**src/rtl/traffic_countdown_module.sv**
```systemverilog
// Two-direction traffic-light phase controller with a 1 s prescaler and a
// two-digit BCD countdown of the seconds remaining in the current phase.
module traffic_countdown_module #(
    parameter int CNT_1S      = 50_000_000,
    parameter int GREEN_TIME  = 30,
    parameter int YELLOW_TIME = 3
) (
    input  logic       CLK,
    input  logic       RSTn,
    input  logic       Pause,
    output logic [3:0] Ten_Data,
    output logic [3:0] One_Data,
    output logic [2:0] NS_Light,
    output logic [2:0] EW_Light,
    output logic       Tick_1s
);

    localparam int            PW       = (CNT_1S > 2) ? $clog2(CNT_1S) : 1;
    localparam logic [PW-1:0] PRE_LAST = PW'(CNT_1S - 1);
    localparam logic [3:0]    G_TEN    = 4'(GREEN_TIME / 10);
    localparam logic [3:0]    G_ONE    = 4'(GREEN_TIME % 10);
    localparam logic [3:0]    Y_TEN    = 4'(YELLOW_TIME / 10);
    localparam logic [3:0]    Y_ONE    = 4'(YELLOW_TIME % 10);

    localparam logic [2:0] LAMP_R = 3'b100;
    localparam logic [2:0] LAMP_Y = 3'b010;
    localparam logic [2:0] LAMP_G = 3'b001;

    typedef enum logic [1:0] {
        NS_GREEN  = 2'd0,
        NS_YELLOW = 2'd1,
        EW_GREEN  = 2'd2,
        EW_YELLOW = 2'd3
    } state_t;

    state_t        state, state_nxt;
    logic [PW-1:0] pre;
    logic [3:0]    ten_nxt, one_nxt;
    logic [2:0]    ns_nxt, ew_nxt;

    // Prescaler and tick: a paused prescaler holds, so the second in progress resumes intact.
    always_ff @(posedge CLK or negedge RSTn) begin
        if (!RSTn) begin
            pre     <= '0;
            Tick_1s <= 1'b0;
        end else if (Pause) begin
            Tick_1s <= 1'b0;
        end else begin
            Tick_1s <= (pre == PRE_LAST);
            pre     <= (pre == PRE_LAST) ? '0 : pre + PW'(1);
        end
    end

    always_ff @(posedge CLK or negedge RSTn) begin
        if (!RSTn) begin
            state    <= NS_GREEN;
            Ten_Data <= G_TEN;
            One_Data <= G_ONE;
            NS_Light <= LAMP_G;
            EW_Light <= LAMP_R;
        end else begin
            state    <= state_nxt;
            Ten_Data <= ten_nxt;
            One_Data <= one_nxt;
            NS_Light <= ns_nxt;
            EW_Light <= ew_nxt;
        end
    end

    always_comb begin
        state_nxt = state;
        ten_nxt   = Ten_Data;
        one_nxt   = One_Data;
        ns_nxt    = LAMP_G;
        ew_nxt    = LAMP_R;

        if (Tick_1s) begin
            if (Ten_Data == 4'd0 && One_Data == 4'd1) begin
                case (state)
                    NS_GREEN:  state_nxt = NS_YELLOW;
                    NS_YELLOW: state_nxt = EW_GREEN;
                    EW_GREEN:  state_nxt = EW_YELLOW;
                    default:   state_nxt = NS_GREEN;
                endcase
                // Green phases sit on even encodings, yellow phases on odd ones.
                ten_nxt = state_nxt[0] ? Y_TEN : G_TEN;
                one_nxt = state_nxt[0] ? Y_ONE : G_ONE;
            end else if (One_Data == 4'd0) begin
                one_nxt = 4'd9;
                ten_nxt = Ten_Data - 4'd1;
            end else begin
                one_nxt = One_Data - 4'd1;
            end
        end

        // Lamps are decoded from the next state so they switch with the digits.
        case (state_nxt)
            NS_GREEN:  begin ns_nxt = LAMP_G; ew_nxt = LAMP_R; end
            NS_YELLOW: begin ns_nxt = LAMP_Y; ew_nxt = LAMP_R; end
            EW_GREEN:  begin ns_nxt = LAMP_R; ew_nxt = LAMP_G; end
            default:   begin ns_nxt = LAMP_R; ew_nxt = LAMP_Y; end
        endcase
    end

endmodule

```
**config.mk**
```make
export PLATFORM = sky130hd
export DESIGN_NAME = traffic_countdown_module
export DESIGN_NICKNAME = d
export VERILOG_FILES = /design/src/rtl/traffic_countdown_module.sv
export SDC_FILE = /design/constraint.sdc
export NUM_CORES = 1
export LEC_CHECK = 0
export CELL_PAD_IN_SITES_DETAIL_PLACEMENT = 1
export CELL_PAD_IN_SITES_GLOBAL_PLACEMENT = 2
export CORE_MARGIN = 8
export CORE_UTILIZATION = 40
export DETAILED_ROUTE_END_ITERATION = 10
export HOLD_SLACK_MARGIN = 0.03
export PLACE_DENSITY_LB_ADDON = 0.2
export SYNTH_ARGS = -nofsm -noshare
export SYNTH_HDL_FRONTEND = slang
export SYNTH_SLANG_ARGS = --single-unit
```
**constraint.sdc**
```tcl
create_clock -name CLK -period 3.5 [get_ports CLK]
set_clock_uncertainty 0.15 [all_clocks]
set_input_delay 0.525 -clock CLK [delete_from_list [all_inputs] [get_ports CLK]]
set_output_delay 0.525 -clock CLK [all_outputs]
set_load 0.02 [all_outputs]
```
# Word-level counts from Yosys, hierarchy flattened
# Index checks and enable logic that the tools add are counted.
totals:
  regBits: 43
  inputBits: 3
  output_inout_bits: 15
  wordCells: 39
op_classes:
  add_sub_neg: 3
  n_eq_ne: 6
  muxes: 15
  n_reduce_logical: 8
ops:
  columns: ["cell", "count"]
  rows:
  - ["adder 26 x 1 -> 26 bit, second input constant", 1]
  - ["equality test 26 bit, second input constant", 1]
  - ["2-to-1 mux 26 bit", 1]
  - ["2-to-1 mux 4 bit", 4]
  - ["2-to-1 mux 2 bit", 6]
  - ["case mux 3 bit (2 select lines)", 2]
  - ["logical NOT 4 bit", 2]
  - ["subtractor 4 x 1 -> 4 bit, second input constant", 2]
  - ["case mux 2 bit (3 select lines)", 1]
  - ["equality test 2 x 1 -> 1 bit, second input constant", 2]
  - ["equality test 2 bit, second input constant", 2]
  - ["equality test 4 x 1 -> 1 bit, second input constant", 1]
  - ["logical NOT 2 bit", 2]
  - ["AND reduction 2 bit", 1]
  - ["nonzero test 2 bit", 1]
  - ["OR reduction 2 bit", 1]
  - ["logical AND 1 bit", 1]
  - ["2-to-1 mux 1 bit", 1]

# Longest topological paths before layout
depth:
  depth_word: 9
  depth_mapped: 7
  mapped_depth_nobuf: 7

# Worst setup path after synthesis
# No wires, ideal clock.
synth_timing:
  path_type: "register to register"
  startpoint: "register One_Data[3]"
  endpoint: "register Ten_Data[3]"
  setup_time_ns: 0.080
  arrival_time_ns: 1.645
  path_slack_ns: 1.625
  path_stages_with_launch: 5
  synth_period_minus_slack_ns: 1.875
  cell_sequence: "dfrtp_1 -> or4b_1 -> nor2_1 -> nor4b_1 -> xor2_1"
synth_between:
  elab_chain_len: 4
  elab_cells_between_ends: 6
synth_rtl:
  columns: ["element", "line_no", "text"]
  rows:
  - ["from (decl)", "12", "output logic [3:0] One_Data,"]
  - ["from (signal assigned)", "64", "One_Data <= one_nxt;"]
  - ["equality test 4 x 1 -> 1 bit", "78", "if (Ten_Data == 4'd0 && One_Data == 4'd1) begin"]
  - ["logical AND 1 bit", "78", null]
  - ["nonzero test 2 bit (no line)", null, null]
  - ["AND reduction 2 bit (no line)", null, null]
  - ["to (signal assigned)", "63", "Ten_Data <= ten_nxt;"]
  - ["to (decl)", "11", "output logic [3:0] Ten_Data,"]
# Parallel ways exist; a longest one is shown, timed or not.
# A chain may end at the register's enable or synchronous reset.

==> summary.txt <==
Status
  • Result of the run: finished, final reports clean

CTS
  • TritonCTS Buffers: 5
  • Number of gates resized after CTS: 0
  • CTS HTree Levels: 2
  • Cts hold-fix bufs: 0
  • Clk Tree Root Cell: sky130_fd_sc_hd__clkbuf_8
  • Post-CTS Setup Bufs: 0
  • Buffers from clock root to sink, at most: 2
  • Clock-pin transition on the worst setup and hold timing paths: 80 ps
  • Clock latency on the worst-skew pair: 290 ps
  • Number of clock sinks seen by CTS: 43
  • TritonCTS clock tree: yes

Logic synthesis
  • Most frequently used cell type in the post-synthesis netlist: sky130_fd_sc_hd__dfrtp_1
  • Dominant register cell in the synthesized netlist: sky130_fd_sc_hd__dfrtp_1
  • Total of warnings raised by yosys: 0
  • #FFs+latches synth: 43
  • Syn Nets: 232
  • Post-synthesis instance area: 2200 um2
  • Sequential area share after synthesis: 49.1%
  • Top cell type's share of synthesized area: 44.3%
  • Leading area contributor after synthesis: sky130_fd_sc_hd__dfrtp_1
  • Avg Cell Area, Syn: 9.84 um2
  • Cells after synthesis: 224
  • Number of synthesized flops with an enable pin: 0
  • Commonest cells in the netlist: sky130_fd_sc_hd__dfrtp_1 (39), sky130_fd_sc_hd__nand2_1 (28), sky130_fd_sc_hd__a21oi_1 (15)
  • Count of different cell masters after synthesis: 40
  • Cell types occupying the most area after synthesis: sky130_fd_sc_hd__dfrtp_1 (44%), sky130_fd_sc_hd__dfstp_2 (4.8%), sky130_fd_sc_hd__nand2_1 (4.8%)
  • Fraction of registers with async set or reset after synthesis: 100%

Timing
  • Transition time at the pin with the least slew margin: 988 ps
  • Final clock period utilization by the worst path: 65.9%
  • Max-Slew Margin vs Limit: 34.1%
  • Tmin final: 2310 ps
  • Setup repair after global routing missed its margin: no
  • Hold Fails Final Rpt: 0
  • Upper clock frequency limit: 434 MHz
  • Sum of negative setup slack: 0 ps
  • Max Slew Vio Count: 0
  • Count of endpoints failing setup in the final report: 0

Floorplanning
  • Chip Width: 90.2 um
  • I/O pins: 18
  • Area enclosed by the die boundary: 8140 um2
  • Count of standard-cell rows: 27
  • Die boundary height: 90.2 um
  • Starting density of the core: 40.8%
  • Std-Cell Core Area: 5410 um2

Power and ir drop
  • Switching Power: 0.000358 W
  • P per Cell Area: 490 nW/um2
  • Worst vdd rail ir drop: 0.238 mV
  • Switching Share: 28.4%
  • Portion of total power attributed to sequential cells: 48.1%
  • Part of the power in the clock network: 36.7%
  • Total leakage power: 1.09 nW
  • Power Internal: 0.000901 W
  • Combinational share of power: 15.2%

Setup path
  • Reg-to-Reg Start: Ten_Data[0]$_DFFE_PN1P_
  • Longest individual stage delay on the worst path: 560 ps
  • Reg2Reg Setup Slack: 1330 ps
  • Required @ worst endpoint: 3570 ps
  • Largest driver fanout on the critical path: 16
  • Category of the worst setup path capture point: flop
  • Setup Crit Path Kind: in2reg
  • Cell with the largest stage delay on the worst path: sky130_fd_sc_hd__or4_1
  • Worst reg2reg endpoint: NS_Light[0]$_DFF_PN1_
  • Crit start category: primary input
  • Arrival time of data at the critical path endpoint: 2380 ps
  • Critical-path cell list: clkdlybuf4s50_1 -> buf_4 -> and3b_1 -> nand2_1 -> or4_1 -> a21oi_1
  • Source of the critical timing path: Pause
  • Setup crit end: pre[19]$_DFFE_PN0N_
  • Logic depth of the worst register-to-register path: 7

GRT
  • Antenna violations before repair: 0
  • Most heavily used metal layer in global routing: met2
  • GR Overflow Total: 0
  • GRT Util Overall: 13.6%
  • First-pass GRT wire length: 9180 um
  • Via count of the first global-routing pass: 1,856
  • GR Util met3: 3.41%
  • Met2 track utilization from global routing: 21.3%
  • Met1 capacity usage during global routing: 18.1%
  • Maximum number of pins on one net before global-route repair: 44

Place
  • RePlAce Congestion: 0.790
  • Detail Placement HPWL: 3740 um
  • Placement-stage cell area: 2430 um2
  • Number of port buffers: 17

Hold path
  • Class of the worst hold path: in2async

Cells and area
  • Final Net Count: 252
  • Layout cell share with drive strength beyond 1: 8.16%
  • Antenna Cells: 0
  • Area growth syn-to-layout: 16.5%
  • Fin area: 2570 um2

Route
  • Remaining number of nets flagged by the antenna check after routing: 0
  • Violation count after the first detailed-route iteration: 77
  • Ratio of routed vias to standard cells: 5.58
  • Count of unresolved DRC violations after routing: 0
  • Detailed Route WL: 5170 um
  • Routed WL per cell: 16.3 um
  • Number of iterations in the first detailed-routing pass: 4
  • Number of vias after detailed routing: 1,770

Run
  • Number of max-cap violations: 0
[how the worst min path moves through the flow]
| stage | to | slack, ps | depth (start not counted) |
|---|---|---|---|
| 3_5_place_dp | Ten_Data[0]$_DFFE_PN1P_ | 380 | 2 |
| 2_1_floorplan | EW_Light[0]$_DFF_PN0_ | 80 | 0 |
| 6_report | Ten_Data[2]$_DFFE_PN0P_ | 230 | 1 |
| 4_1_cts | Ten_Data[2]$_DFFE_PN0P_ | 270 | 1 |
| 3_3_place_gp | Ten_Data[3]$_DFFE_PN0P_ | 360 | 1 |
| 5_1_grt | EW_Light[1]$_DFF_PN0_ | 310 | 1 |
[metrics by stage]
step                      cells  worst slack (ps)  power, W  utilization, %  hold WS (ps)
after floorplan             224              1630  0.000743               -          79.4
after global placement      309               953  0.000804            45.0           363
after detailed placement    309               900  0.000808            45.0           376
after CTS                   317              1200   0.00128            47.5           273
after global routing        317              1090   0.00134            47.5           310
final                       317              1190   0.00126            47.5           225
[sequential cells by signal, indices dropped and copies added (netlist names)]
register	flops
EW_Light	3
Tick_1s	1
pre	26
Ten_Data	4
One_Data	4
state	2
NS_Light	3
[power groups by stage]
stage | sequential [W] | clock, W | combinational [W]
after floorplan | 0.000600 | 0 | 0.000143
after global placement | 0.000615 | 0 | 0.000189
after detailed placement | 0.000615 | 0 | 0.000193
after CTS | 0.000606 | 0.000476 | 0.000193
after global routing | 0.000618 | 0.000498 | 0.000220
final | 0.000605 | 0.000462 | 0.000191
[layer usage]
layer	routed length, um	up-vias
li1	-	854
met1	2430	890
met2	2530	24
met3	183	2
met4	26	0
met5	0	-
[layout by cell type, fill, tap and decap left out, types with 2 or more instances in the layout]
cell type,n
sky130_fd_sc_hd__a21oi_1,15
sky130_fd_sc_hd__and2_1,2
sky130_fd_sc_hd__and3_1,2
sky130_fd_sc_hd__and4_1,4
sky130_fd_sc_hd__buf_4,2
sky130_fd_sc_hd__bufinv_16,2
sky130_fd_sc_hd__clkbuf_8,5
sky130_fd_sc_hd__clkdlybuf4s50_1,16
sky130_fd_sc_hd__dfrtp_1,39
sky130_fd_sc_hd__dfstp_2,4
sky130_fd_sc_hd__ha_1,5
sky130_fd_sc_hd__inv_1,13
sky130_fd_sc_hd__mux2i_1,2
sky130_fd_sc_hd__nand2_1,28
sky130_fd_sc_hd__nand3_1,7
sky130_fd_sc_hd__nand4_1,8
sky130_fd_sc_hd__nor2_1,13
sky130_fd_sc_hd__nor2b_1,2
sky130_fd_sc_hd__nor3_1,3
sky130_fd_sc_hd__nor4_1,3
sky130_fd_sc_hd__nor4b_1,5
sky130_fd_sc_hd__o211ai_1,3
sky130_fd_sc_hd__o21ai_0,13
sky130_fd_sc_hd__o31ai_1,9
sky130_fd_sc_hd__or3_1,3
sky130_fd_sc_hd__or4_1,10
sky130_fd_sc_hd__xnor2_1,8
sky130_fd_sc_hd__xor2_1,5
[area by class of cell]
class | instances | area (um2)
repair buffers | 19 | 180
clock inverters | 3 | 67.6
fillers | 630 | 2840
multi-input cells | 162 | 1030
clock buffers | 5 | 68.8
inverters | 13 | 48.8
flip-flops and latches | 43 | 1080
well taps | 72 | 90.1
[worst max-delay path: cells and delay by family]
family                 cells  cell delay, ps
buffers and inverters      2             570
AND/OR/NAND/NOR            3            1120
AO/OA/AOI/OAI              1             150
[cell families after synthesis]
family	Yosys count	synth area share, %
muxes	3	1.42
buffers and inverters	19	4.20
xor gates and xnor gates	13	5.17
DFF	43	49.1
adders and majority gates	5	2.84
and+or+nand+nor	99	26.1
AOI/OAI and AO/OA	42	11.2
(Power assumes the default switching activity.)
